### src/rtl/cpu_pkg.sv
// Shared definitions for the 16-bit CPU front end.
package cpu_pkg;

    localparam int unsigned PC_W    = 16;
    localparam int unsigned INSTR_W = 16;

    localparam logic [PC_W-1:0]    RESET_PC   = 16'h0000;
    localparam logic [PC_W-1:0]    IMEM_LAST  = 16'h0062;
    localparam logic [INSTR_W-1:0] HALT_INSTR = 16'hFFFF;
    localparam logic [INSTR_W-1:0] NOP_INSTR  = 16'h0000;

    typedef enum logic {
        FETCH_RUN  = 1'b0,
        FETCH_HALT = 1'b1
    } fetch_state_t;

    // IF/ID pipeline register payload
    typedef struct packed {
        logic [INSTR_W-1:0] instr;
        logic [PC_W-1:0]    pc;
        logic               valid;
    } if_id_t;

    // Instructions are halfword aligned; clear the byte-select bit
    function automatic logic [PC_W-1:0] align_pc(input logic [PC_W-1:0] addr);
        return addr & ~PC_W'(1);
    endfunction

endpackage

### src/rtl/pc_reg.sv
// Program counter with next-PC selection: redirect, hold, wrap or step by 2.
import cpu_pkg::*;

module pc_reg (
    input  logic            clk,
    input  logic            rst_n,
    input  logic            branch_taken,
    input  logic [PC_W-1:0] branch_target,
    input  logic            hold,
    output logic [PC_W-1:0] pc
);

    logic [PC_W-1:0] next_pc;

    // Next-PC mux; a redirect overrides any hold request
    always_comb begin
        next_pc = pc + PC_W'(2);
        if (branch_taken) begin
            next_pc = align_pc(branch_target);
        end else if (hold) begin
            next_pc = pc;
        end else if (pc == IMEM_LAST) begin
            next_pc = RESET_PC;
        end
    end

    // PC register
    always_ff @(posedge clk or negedge rst_n) begin
        if (!rst_n) begin
            pc <= RESET_PC;
        end else begin
            pc <= next_pc;
        end
    end

endmodule

### src/rtl/fetch_unit.sv
// Instruction fetch stage: PC, IF/ID register, stall/redirect and HALT handling.
import cpu_pkg::*;

module fetch_unit (
    input  logic               clk,
    input  logic               rst_n,
    output logic [PC_W-1:0]    pc,
    input  logic [INSTR_W-1:0] instruction,
    input  logic               stall,
    input  logic               branch_taken,
    input  logic [PC_W-1:0]    branch_target,
    output logic [INSTR_W-1:0] if_id_instr,
    output logic [PC_W-1:0]    if_id_pc,
    output logic               if_id_valid,
    output logic               halted
);

    fetch_state_t state;
    if_id_t       if_id;
    logic         halt_hit;
    logic         pc_hold;

    // HALT only counts when the word would actually be accepted this cycle
    assign halt_hit = (state == FETCH_RUN) && !stall && !branch_taken
                      && (instruction == HALT_INSTR);
    assign pc_hold  = stall || (state == FETCH_HALT) || halt_hit;

    pc_reg u_pc_reg (
        .clk           (clk),
        .rst_n         (rst_n),
        .branch_taken  (branch_taken),
        .branch_target (branch_target),
        .hold          (pc_hold),
        .pc            (pc)
    );

    // IF/ID register: squash on redirect, hold on stall, bubble while halted
    always_ff @(posedge clk or negedge rst_n) begin
        if (!rst_n) begin
            if_id <= '{instr: NOP_INSTR, pc: '0, valid: 1'b0};
        end else if (branch_taken) begin
            if_id <= '{instr: NOP_INSTR, pc: '0, valid: 1'b0};
        end else if (stall) begin
            if_id <= if_id;
        end else if (state == FETCH_HALT) begin
            if_id.instr <= NOP_INSTR;
            if_id.valid <= 1'b0;
        end else begin
            if_id <= '{instr: instruction, pc: pc, valid: 1'b1};
        end
    end

    assign if_id_instr = if_id.instr;
    assign if_id_pc    = if_id.pc;
    assign if_id_valid = if_id.valid;

    // RUN/HALT state machine with registered halted flag
    always_ff @(posedge clk or negedge rst_n) begin
        if (!rst_n) begin
            state  <= FETCH_RUN;
            halted <= 1'b0;
        end else begin
            case (state)
                FETCH_RUN: begin
                    if (halt_hit) begin
                        state  <= FETCH_HALT;
                        halted <= 1'b1;
                    end
                end
                FETCH_HALT: begin
                    if (branch_taken) begin
                        state  <= FETCH_RUN;
                        halted <= 1'b0;
                    end
                end
                default: begin
                    state  <= FETCH_RUN;
                    halted <= 1'b0;
                end
            endcase
        end
    end

endmodule

### config.mk
export PLATFORM = sky130hd
export DESIGN_NAME = fetch_unit
export DESIGN_NICKNAME = d
export VERILOG_FILES = /design/src/rtl/cpu_pkg.sv /design/src/rtl/pc_reg.sv /design/src/rtl/fetch_unit.sv
export SDC_FILE = /design/constraint.sdc
export NUM_CORES = 1
export LEC_CHECK = 0
export CORE_MARGIN = 5
export CORE_UTILIZATION = 30
export DETAILED_ROUTE_END_ITERATION = 16
export PLACE_DENSITY = 0.67
export SYNTH_ARGS = -nofsm -noshare
export SYNTH_HDL_FRONTEND = slang
export SYNTH_HIERARCHICAL = 1
export SYNTH_SLANG_ARGS = --single-unit
export TNS_END_PERCENT = 50
### constraint.sdc
create_clock -name clk -period 3.34 [get_ports clk]
set_input_delay 0.501 -clock clk [delete_from_list [all_inputs] [get_ports clk]]
set_output_delay 0.501 -clock clk [all_outputs]
set_load 0.02 [all_outputs]
==> results.py <==
metrics = {
    "clock_tree": {
        "postCtsSetupBuffers": 0,
        "cts.sinks": 50,
        "ctsResizeCount": 0,
        "cts_buffers": 5,
        "clockRootBuffer": "clkbuf_8",
        "clk_pin_slew_ns": 0.09,
        "cts_buffer_depth": 2,
        "postCtsHoldBufs": 0,
        "cts_tree": "done",
        "h-tree-depth": 2,
        "clkLatencyLatePin_ns": 0.30,
    },
    "place": {
        "gp_congestion": 0.802,
        "io_buffers": 83,
        "dp_hpwl_mm": 4.83,
        "dp_slack_ns": 0.452,
        "placed_area_um2": 3260,
    },
    "worst_hold_path": {
        "min-delay-path-class": "input port to async pin",
    },
    "critical_path": {
        "cp.arrival_ns": 2.77,
        "crit_slowest_cell": "clkdlybuf4s50_1",
        "worst-path-max-fanout": 7,
        "crit_path_max_incr_delay_ns": 0.48,
        "crit_path_start_kind": "input port",
        "cp.buffers_inverters": 1,
        "crit_path_cell_trace": "clkdlybuf4s50_1 -> nand4_1 -> or3_1 -> o21ai_1 -> a41oi_1 -> nor4b_1 -> a221o_1",
        "cp_top_family": "compound AO/OA/AOI/OAI gates",
        "worstSetupPathType": "input port to register",
        "endpoint_kind": "register",
        "required_ns": 3.52,
    },
    "synthesis": {
        "ys_types": 44,
        "synth_most_common_cell": "dfrtp_1",
        "synth_edf_count": 0,
        "synthCells": 237,
        "syn_area_um2": 2370,
        "synth_compound_area_share_pct": 18.8,
        "yosysTopAreaCell": "dfrtp_1",
        "synth-simple-area-share_pct": 20.6,
        "synth.area.mux_share_pct": 0,
        "synth_top_family_by_area": "simple AND/OR/NAND/NOR gates",
        "synthTopCellsByCount": "50 x dfrtp_1, 46 x nand2_1, 22 x a21oi_1, 14 x o21ai_1, 9 x a22o_2",
        "synth_xor_area_share_pct": 2.59,
        "ys_top_cells_by_area": "dfrtp_1 53%, nand2_1 7.3%, a21oi_1 4.7%",
        "yosysWarnings": 6,
        "netlist.area_leader.share_pct": 52.9,
        "yosys_register_bits": 50,
        "ys_seq_area_share_pct": 52.9,
        "syn_nets": 274,
        "synthArstFlopShare_pct": 100,
        "synth_ff_type": "dfrtp_1",
        "syn_area_per_cell_um2": 9.99,
        "yosys.area_share.adder_pct": 0.529,
    },
    "timing": {
        "setup_viol": 0,
        "fin_tns_setup_ns": 0,
        "slew-limit-headroom_pct": 46.2,
        "worst_slack_ns": 0.749,
        "fin_crit_sh_pct": 77.6,
        "hold_violations": 0,
        "maxSlewViolCount": 0,
        "timing.fmax_mhz": 386,
        "rsz0062_at_grt": "false",
        "worst_pin_slew_ns": 0.807,
        "timing.final.crit_period_ns": 2.59,
        "clock_skew_ns": 0.0118,
    },
    "detailed_routing": {
        "first_pass_iters": 4,
        "ant_nets": 0,
        "num_vias": 2053,
        "route.detailed.drc": 0,
        "wire_per_inst_um": 15.2,
        "drtIter0Drc": 119,
        "via_per_inst": 4.89,
        "wirelength_mm": 6.39,
    },
    "global_routing": {
        "grt_max_degree": 57,
        "antenna_found_initial": 0,
        "grt_pass1_wl_mm": 10.7,
        "overflow": 0,
        "grt_pass1_vias": 2003,
        "grtUsageTotal_pct": 13.2,
    },
    "floorplanning": {
        "initial_core_util_pct": 30.8,
        "die_x_um": 98.8,
        "fp-row-count": 32,
        "core_area_um2": 7690,
        "io-pin-count": 86,
        "die-area_um2": 9770,
        "die_h_um": 98.8,
    },
    "power": {
        "p_leak_nw": 1.34,
        "peakVddDrop_v": 0.000163,
        "p_per_area_nw_per_um2": 423,
        "finalPower_mw": 1.42,
    },
    "finish": {
        "seqCellArea_um2": 1250,
        "final_cell_area_um2": 3370,
        "fin_util_pct": 43.8,
        "drive_gt1_share_pct": 9.12,
        "diodes": 0,
        "multi_input_area_um2": 1010,
        "fillers": 773,
        "areaGrowthSynthToFinish_pct": 42.4,
        "nNetsFinal": 354,
    },
    "run": {
        "maxCapViolCount": 0,
    },
    "outcome": {
        "outcome": "completed",
    },
}
## cells by family (layout without fill, tap and decap cells)
family	count (synthesis)	after routing
adders and majority gates	1	1
other	1	1
DFF	50	50
xor gates and xnor gates	7	7
AOI/OAI and AO/OA	66	66
buffers and inverters	19	100
and+or+nand+nor	93	93
## metrics by stage
stage,hold slack (ns),instances
floorplan,0.205,237
global placement,0.460,412
detailed placement,0.465,412
CTS,0.315,420
global route,0.340,420
finish,0.284,420
## report_power, final
| part | total [mW] | switching (mW) | internal, mW |
|---|---|---|---|
| combinational | 0.306 | 0.155 | 0.151 |
| sequential | 0.698 | 0.0525 | 0.646 |
| clock | 0.420 | 0.199 | 0.221 |
## path summary, 6_finish.rpt
check                                    start               to  slack [ns]  depth (start not counted)
max in group asynchronous                rst_n      if_id_pc[8]        2.34                          2
min in group clk                   if_id_valid      if_id_valid        0.48                          1
worst min-delay path                     rst_n  if_id_instr[11]        0.28                          1
worst min register to register     if_id_valid      if_id_valid        0.48                          1
worst max register to register           state  u_pc_reg/pc[15]        1.19                          6
worst max-delay path            instruction[5]  u_pc_reg/pc[15]        0.75                          7
## worst register-to-register path: cells and delay by family (launching register included)
kind,cells,cell delay [ns]
AO/OA/AOI/OAI,3,0.98
AND/OR/NAND/NOR,2,0.43
flip-flops,1,0.46
buffers and inverters,1,0.23
## layout by cell type, fill, tap and decap left out, types with 4 or more instances in the layout
| cell type | n |
|---|---|
| a21oi_1 | 22 |
| a22o_1 | 7 |
| a22o_2 | 9 |
| buf_4 | 5 |
| clkbuf_8 | 5 |
| clkdlybuf4s50_1 | 81 |
| dfrtp_1 | 50 |
| inv_1 | 4 |
| nand2_1 | 46 |
| nand4_1 | 8 |
| nor2_1 | 4 |
| nor3_1 | 6 |
| nor4_1 | 6 |
| o21ai_1 | 14 |
| xnor2_1 | 6 |
## layout make-up
type	count	share of cell area, %
tap	102	3.79
clock inverter	3	1.19
multi-input combinational	168	30.0
clock buffer	5	2.04
sequential	50	37.1
timing repair buffer	88	25.5
inverter	4	0.445
## routing by layer
layer	part of all wire [%]	track usage, %	up-vias
met3	4.9	2.69	2
met1	45	18.7	973
li1	-	-	1018
met4	0.55	2.84	0
met5	0	0	-
met2	49	21.0	60
Power figures use the tool's default switching activity.
